File: src/rtl/serial_tx.sv
// Parallel-in, serial-out frame transmitter: start bit, WIDTH data bits LSB
// first, optional parity bit, stop bit, with every bit held for DIV clocks.
//
// state   | meaning
// S_IDLE  | line high, ready for a load
// S_START | start bit (txd low)
// S_DATA  | data bits, shift register LSB on the line
// S_PAR   | parity bit (only when PARITY != 0)
// S_STOP  | stop bit (txd high), done on its last clock
module serial_tx #(
    parameter int WIDTH  = 8,
    parameter int DIV    = 4,
    parameter int PARITY = 0
) (
    input  logic             c,
    input  logic             rn,
    input  logic [WIDTH-1:0] din,
    input  logic             load,
    output logic             ready,
    output logic             txd,
    output logic             done
);
    localparam int DW = (DIV > 1) ? $clog2(DIV) : 1;
    localparam int BW = $clog2(WIDTH + 1);
    localparam logic [DW-1:0] DIV_LAST = DW'(DIV - 1);
    localparam logic [BW-1:0] BIT_LAST = BW'(WIDTH - 1);

    typedef enum logic [2:0] {S_IDLE, S_START, S_DATA, S_PAR, S_STOP} state_t;

    state_t           state_q, state_d;
    logic [DW-1:0]    div_q, div_d;
    logic [BW-1:0]    bit_q, bit_d;
    logic [WIDTH-1:0] shift_q, shift_d, shift_nxt;
    logic             par_q, par_d;
    logic             ready_q, ready_d;
    logic             txd_q, txd_d;
    logic             done_q, done_d;
    logic             tc;

    assign tc        = (div_q == DIV_LAST);
    assign shift_nxt = shift_q >> 1;

    always_comb begin
        state_d = state_q;
        div_d   = div_q;
        bit_d   = bit_q;
        shift_d = shift_q;
        par_d   = par_q;
        ready_d = ready_q;
        txd_d   = txd_q;
        case (state_q)
            S_IDLE: begin
                txd_d   = 1'b1;
                ready_d = 1'b1;
                if (load) begin
                    shift_d = din;
                    par_d   = (^din) ^ (PARITY == 2);
                    bit_d   = '0;
                    div_d   = '0;
                    state_d = S_START;
                    txd_d   = 1'b0;
                    ready_d = 1'b0;
                end
            end
            S_START: begin
                if (tc) begin
                    div_d   = '0;
                    state_d = S_DATA;
                    txd_d   = shift_q[0];
                end else begin
                    div_d = div_q + 1'b1;
                end
            end
            S_DATA: begin
                if (tc) begin
                    div_d   = '0;
                    shift_d = shift_nxt;
                    bit_d   = bit_q + 1'b1;
                    if (bit_q == BIT_LAST) begin
                        if (PARITY != 0) begin
                            state_d = S_PAR;
                            txd_d   = par_q;
                        end else begin
                            state_d = S_STOP;
                            txd_d   = 1'b1;
                        end
                    end else begin
                        txd_d = shift_nxt[0];
                    end
                end else begin
                    div_d = div_q + 1'b1;
                end
            end
            S_PAR: begin
                if (tc) begin
                    div_d   = '0;
                    state_d = S_STOP;
                    txd_d   = 1'b1;
                end else begin
                    div_d = div_q + 1'b1;
                end
            end
            S_STOP: begin
                if (tc) begin
                    div_d   = '0;
                    state_d = S_IDLE;
                    txd_d   = 1'b1;
                    ready_d = 1'b1;
                end else begin
                    div_d = div_q + 1'b1;
                end
            end
            default: begin
                state_d = S_IDLE;
                div_d   = '0;
                txd_d   = 1'b1;
                ready_d = 1'b1;
            end
        endcase
        // done is registered, so flag the cycle that will be the last of STOP
        done_d = (state_d == S_STOP) && (div_d == DIV_LAST);
    end

    always_ff @(posedge c) begin
        if (!rn) begin
            state_q <= S_IDLE;
            div_q   <= '0;
            bit_q   <= '0;
            shift_q <= '0;
            par_q   <= 1'b0;
            ready_q <= 1'b1;
            txd_q   <= 1'b1;
            done_q  <= 1'b0;
        end else begin
            state_q <= state_d;
            div_q   <= div_d;
            bit_q   <= bit_d;
            shift_q <= shift_d;
            par_q   <= par_d;
            ready_q <= ready_d;
            txd_q   <= txd_d;
            done_q  <= done_d;
        end
    end

    assign ready = ready_q;
    assign txd   = txd_q;
    assign done  = done_q;

endmodule
File: config.mk
export PLATFORM = sky130hd
export DESIGN_NAME = serial_tx
export DESIGN_NICKNAME = d
export VERILOG_FILES = /design/src/rtl/serial_tx.sv
export SDC_FILE = /design/constraint.sdc
export NUM_CORES = 1
export LEC_CHECK = 0
export ABC_AREA = 1
export BUFFER_PORTS_ARGS = -buffer_cell sky130_fd_sc_hd__buf_2
export CORE_ASPECT_RATIO = 1.4
export CORE_UTILIZATION = 50
export CTS_CLUSTER_SIZE = 10
export DETAILED_ROUTE_END_ITERATION = 8
export PLACE_DENSITY = 0.71
export RECOVER_POWER = 50
export SYNTH_ARGS = -nofsm -noshare
export SYNTH_HDL_FRONTEND = slang
export SYNTH_SLANG_ARGS = --single-unit
File: constraint.sdc
create_clock -name c -period 1.35 [get_ports c]
set_input_delay 0.135 -clock c [delete_from_list [all_inputs] [get_ports c]]
set_output_delay 0.135 -clock c [all_outputs]
set_load 0.02 [all_outputs]
==> impl_metrics.json, run 1 <==
{
  "finalHoldViolations": 0,
  "synth.largest_area_cell": "dfxtp_1",
  "drv_cap": 0,
  "synth_cell_types": 23,
  "path_class": "reg2reg",
  "drive_gt1_frac": 0.235,
  "cp_top_family": "simple AND/OR/NAND/NOR gates",
  "crit_required_ns": 1.56,
  "period_share": 0.941,
  "crit_fanout": 7,
  "synth_seq_cells": 20,
  "syn-mean-instance-area_sq_um": 6.77,
  "grt_max_degree": 13,
  "hold_ws_ns": 0.114,
  "dieArea_sq_um": 2290,
  "insertion_delay_ns": 0.30,
  "nets": 193,
  "num_rows": 19,
  "core_area_sq_um": 1970,
  "die_w_um": 40.7,
  "holdCritPathClass": "in2reg",
  "crit_buf_inv": 2,
  "avgRoutedWirePerCell_um": 11.6,
  "final_antenna_net_count": 0,
  "drt_iter0_markers": 22,
  "synth_ff_type": "dfxtp_1",
  "max_slew.worst_pin.slew_ns": 0.293,
  "cts.clk_slew.worst_paths_ns": 0.12,
  "drc": 0,
  "drt-pass1-iter-count": 4,
  "grt_pass1_wl_um": 4030,
  "status": "complete, no violations",
  "grt-ovfl-total": 0,
  "htree_levels": 1,
  "io_pins": 14,
  "netlist_top_cells_count": "nand2_1 (48), nor2_1 (24), dfxtp_1 (20)",
  "numCtsBuffers": 3,
  "power.density_nw_per_um2": 935,
  "arrival_ns": 1.48,
  "r2r_cells": 8,
  "gp_congestion": 0.760,
  "port-buffer-count": 13,
  "cts_sinks": 20,
  "path_depth": 8,
  "avgViaCountPerCell": 5.26,
  "cp_common_cell": "nor2_1",
  "async_flop_share": 0,
  "synth_area_leaders": "dfxtp_1 (38%), nand2_1 (17%), nor2_1 (8.6%), nand3_1 (5.7%), inv_1 (3.9%)",
  "setup_viol": 0,
  "fin_crit_ns": 1.27,
  "start_util": 0.532,
  "cts_tree": "yes",
  "ys_warn_count": 0,
  "tns_ns": 0,
  "worst_setup_path_start_kind": "register",
  "max_slew_margin": 0.804,
  "critPathLaunch": "state_q[2]",
  "antenna-diode-count": 0,
  "grt_pass1_vias": 1036,
  "post-route-util": 0.644,
  "fmax_ghz": 0.787,
  "dp_hpwl_um": 1660,
  "slowest_delay_ns": 0.38,
  "yosys.area.top_type_share": 0.381,
  "synthCells": 155,
  "clockBufferDepth": 2,
  "syn-cell-area_sq_um": 1050,
  "leakage_nw": 0.614,
  "die_height_um": 56.2,
  "rsz0062_at_grt": "yes",
  "critPathSlowestCell": "dfxtp_4",
  "skew_ns": 0.00397,
  "synth_enable_flop_cells": 0,
  "root_buffer": "clkbuf_4",
  "drt_wl_total_um": 2320,
  "gr-usage-all-layers": 0.241,
  "worst_hold_path.num_cells": 3,
  "seq_area_frac_synth": 0.381,
  "end_kind": "register",
  "min_from": "din[7]",
  "synth.net_count": 168,
  "antenna_found_initial": 0,
  "vias": 1051,
  "cp_cell_sequence": "inv_4 > nand2_2 > nor2_4 > nand2_4 > nand2_8 > clkinvlp_4 > nor2_1 > nor2_1",
  "synth_most_common_cell": "nand2_1",
  "slew_violations": 0,
  "r2r_start": "state_q[2]",
  "areaGrowthSynthToFinish_pct": 21.1,
  "irDropWorstVdd_mv": 0.553
}
==> sequential cells by signal, summed over array words and instances (netlist names) <==
name	cells
txd	1
div_q	2
done	1
ready	1
state_q	3
bit_q	4
shift_q	8
==> layout by cell type (no fill, tap or decap), types with 3 or more instances in the layout <==
| cell | count |
|---|---|
| a21oi_1 | 7 |
| buf_2 | 10 |
| buf_4 | 11 |
| clkbuf_1 | 3 |
| clkbuf_4 | 3 |
| dfxtp_1 | 17 |
| inv_1 | 10 |
| nand2_1 | 47 |
| nand2_2 | 3 |
| nand3_1 | 12 |
| nand4_1 | 4 |
| nor2_1 | 23 |
| o21ai_1 | 8 |
==> per-layer routing <==
metal  part of all wire  global-route usage  up-vias  wire, um
li1                   -                   -      548         -
met1               0.45               0.293      487      1050
met2               0.52               0.406       14      1210
met3              0.020              0.0240        2        46
met4             0.0069              0.0905        0        16
met5                  0                   0        -         0
==> final timing paths <==
path / slack (ns) / to
max reg2reg: 0.08 / shift_q[3]
min: 0.11 / shift_q[7]
min reg2reg: 0.47 / ready
max: 0.08 / shift_q[3]
==> cells by family (layout without fill, tap and decap cells) <==
| family | Yosys count | count (layout) | share of synthesized area |
|---|---|---|---|
| adders and majority gates | 2 | 2 | 0.0238 |
| AOI/OAI and AO/OA | 20 | 20 | 0.102 |
| DFF | 20 | 20 | 0.381 |
| buffers and inverters | 16 | 40 | 0.0751 |
| and+or+nand+nor | 97 | 97 | 0.417 |
==> timing repair <==
action,in CTS,in global routing
endpoints found under the setup margin,6,11
pin swaps,0,5
resized for setup,4,10
setup buffers,0,5
hold buffers,0,0
==> area by class of cell <==
| class | instances | area, sq um |
|---|---|---|
| clock buffers | 4 | 36.3 |
| fillers | 189 | 702 |
| inverters | 12 | 51.3 |
| multi-input cells | 119 | 604 |
| flip-flops and latches | 20 | 409 |
| well taps | 21 | 26.3 |
| repair buffers | 24 | 144 |
==> worst min-delay path: stages <==
cell and delay, ns:
buf_2 0.10, nand4_1 0.08, a21oi_1 0.06
==> power by group <==
group	leakage [nW]	internal, W	switching [W]
registers	0.166	0.000622	0.0000277
clock network	0.0210	0.000164	0.000189
logic	0.427	0.0000766	0.000109
total	0.614	0.000863	0.000326
==> per-stage QoR <==
step	setup slack, ns	instances	total power (W)	area, sq um
final	0.0794	200	0.00119	1270
after global routing	-0.0119	200	0.00124	1270
after CTS	0.0622	195	0.00118	1190
after detailed placement	-0.0188	191	0.000832	1150
after global placement	-0.0205	191	0.000828	1150
after floorplan	0.125	155	0.000785	1050
Power figures use the tool's default switching activity.
==> run 2: changes to the inputs <==
--- a/config.mk
+++ b/config.mk
@@ -7,11 +7,13 @@
 export LEC_CHECK = 0
 export ABC_AREA = 1
 export BUFFER_PORTS_ARGS = -buffer_cell sky130_fd_sc_hd__buf_2
+export CELL_PAD_IN_SITES_DETAIL_PLACEMENT = 0
+export CELL_PAD_IN_SITES_GLOBAL_PLACEMENT = 1
 export CORE_ASPECT_RATIO = 1.4
-export CORE_UTILIZATION = 50
+export CORE_UTILIZATION = 39
 export CTS_CLUSTER_SIZE = 10
 export DETAILED_ROUTE_END_ITERATION = 8
-export PLACE_DENSITY = 0.71
+export PLACE_DENSITY_LB_ADDON = 0.1
 export RECOVER_POWER = 50
 export SYNTH_ARGS = -nofsm -noshare
 export SYNTH_HDL_FRONTEND = slang
==> run 2 against run 1 <==
  * Clock power about the same
  * Routed wire length increased by 1.5%
  * Setup slack improved by 0.031 ns
==> impl_metrics.json, run 2 (synthesis gave the netlist of run 1 again) <==
{
  "status": "complete, no violations",
  "drt_wl_total_um": 2360,
  "clockBufferDepth": 2,
  "max_slew_margin": 0.825,
  "cts_tree": "yes",
  "top_register": "shift_q",
  "antenna_found_initial": 0,
  "rsz0062_at_grt": "no",
  "avgViaCountPerCell": 4.86,
  "core_area_sq_um": 2470,
  "skew_ns": 0.00584,
  "cts.clk_slew.worst_paths_ns": 0.11,
  "drive_gt1_frac": 0.220,
  "period_share": 0.918,
  "setup_ws_ns": 0.111,
  "p_total_w": 0.00118,
  "end_kind": "register",
  "dieArea_sq_um": 2910,
  "final_antenna_net_count": 0,
  "nets": 191,
  "cp_cell_sequence": "nand2_2 > nor2_4 > nand2_4 > nand2_4 > inv_1 > nor2_1 > nor2_1",
  "numCtsBuffers": 3,
  "fin_crit_ns": 1.24,
  "num_rows": 21,
  "crit_fanout": 8,
  "path_class": "reg2reg",
  "post-place-ws_ns": -0.00930,
  "multiInputGateArea_sq_um": 588,
  "port-buffer-count": 13,
  "tns_ns": 0,
  "drt_iter0_markers": 19,
  "max_slew.worst_pin.slew_ns": 0.262,
  "die_w_um": 45.8,
  "irDropWorstVdd_mv": 0.553,
  "grt-ovfl-total": 0,
  "slew_violations": 0,
  "hold_ws_ns": 0.124,
  "dp_hpwl_um": 1830,
  "grt_pass1_vias": 971,
  "die_height_um": 63.4,
  "nFillCells": 280,
  "holdCritPathClass": "in2reg",
  "layout_common_cells": "nand2_1 (47), nor2_1 (23), dfxtp_1 (17)",
  "largest_register_ffs": 8,
  "root_buffer": "clkbuf_4",
  "grt_max_degree": 13,
  "crit_required_ns": 1.56,
  "fmax_ghz": 0.807,
  "slowest_delay_ns": 0.43,
  "power.density_nw_per_um2": 949,
  "drv_cap": 0,
  "drt-pass1-iter-count": 4,
  "antenna-diode-count": 0,
  "gr-usage-all-layers": 0.188,
  "drc": 0,
  "worst_setup_path_start_kind": "register",
  "cts_sinks": 20,
  "final_common_cell": "nand2_1",
  "insertion_delay_ns": 0.30,
  "io_pins": 14,
  "finalHoldViolations": 0,
  "grt_pass1_wl_um": 4110,
  "avgRoutedWirePerCell_um": 11.2,
  "areaGrowthSynthToFinish_pct": 18.6,
  "post-route-util": 0.504,
  "htree_levels": 1,
  "reg.largest.list": "shift_q (8), bit_q (4), state_q (3)",
  "arrival_ns": 1.45,
  "postCtsSetupBuffers": 0,
  "start_util": 0.425,
  "critPathSlowestCell": "dfxtp_2",
  "seqCellArea_sq_um": 404,
  "vias": 1026,
  "gp_congestion": 0.837,
  "setup_viol": 0,
  "leakage_nw": 0.604
}
-- run 2: routing by layer --
layer,vias to the layer above,track usage,share of wire
li1,542,-,-
met1,458,0.245,0.45
met2,20,0.299,0.50
met3,6,0.0287,0.026
met4,0,0.0735,0.023
met5,-,0,0
-- run 2: cell type report --
cell class / count / area share
well taps: 34 / 0.0342
repair buffers: 22 / 0.104
inverters: 12 / 0.0362
clock buffers: 4 / 0.0291
multi-input cells: 119 / 0.472
flip-flops and latches: 20 / 0.325
-- run 2: timing repair --
item / CTS / global route
pin swaps: 0 / 0
gates resized for setup: 1 / 7
setup endpoints to repair: 2 / 15
gates cloned: 0 / 0
hold buffers: 0 / 0
-- run 2: critical path, delay by kind of cell (launching register included) --
family                 cells  cell delay (ns)
buffers and inverters      1             0.13
DFF                        1             0.43
and+or+nand+nor            6             0.58
-- run 2: report_power, final --
part	internal [W]	total (W)	switching, W
clock	0.000164	0.000352	0.000187
sequential	0.000626	0.000654	0.0000280
combinational	0.0000722	0.000176	0.000104
total	0.000863	0.00118	0.000319
-- run 2: final timing paths --
path | slack (ns) | endpoint | from | depth (start not counted)
min | 0.12 | shift_q[7] | din[7] | 3
min reg2reg | 0.47 | ready | ready | 2
max reg2reg | 0.11 | shift_q[6] | state_q[1] | 7
max | 0.11 | shift_q[6] | state_q[1] | 7
-- run 2: per-stage QoR --
step | cells | instance area [sq um]
3_3_place_gp | 207 | 1190
2_1_floorplan | 155 | 1050
4_1_cts | 211 | 1230
3_5_place_dp | 207 | 1190
5_1_grt | 211 | 1240
6_report | 211 | 1240
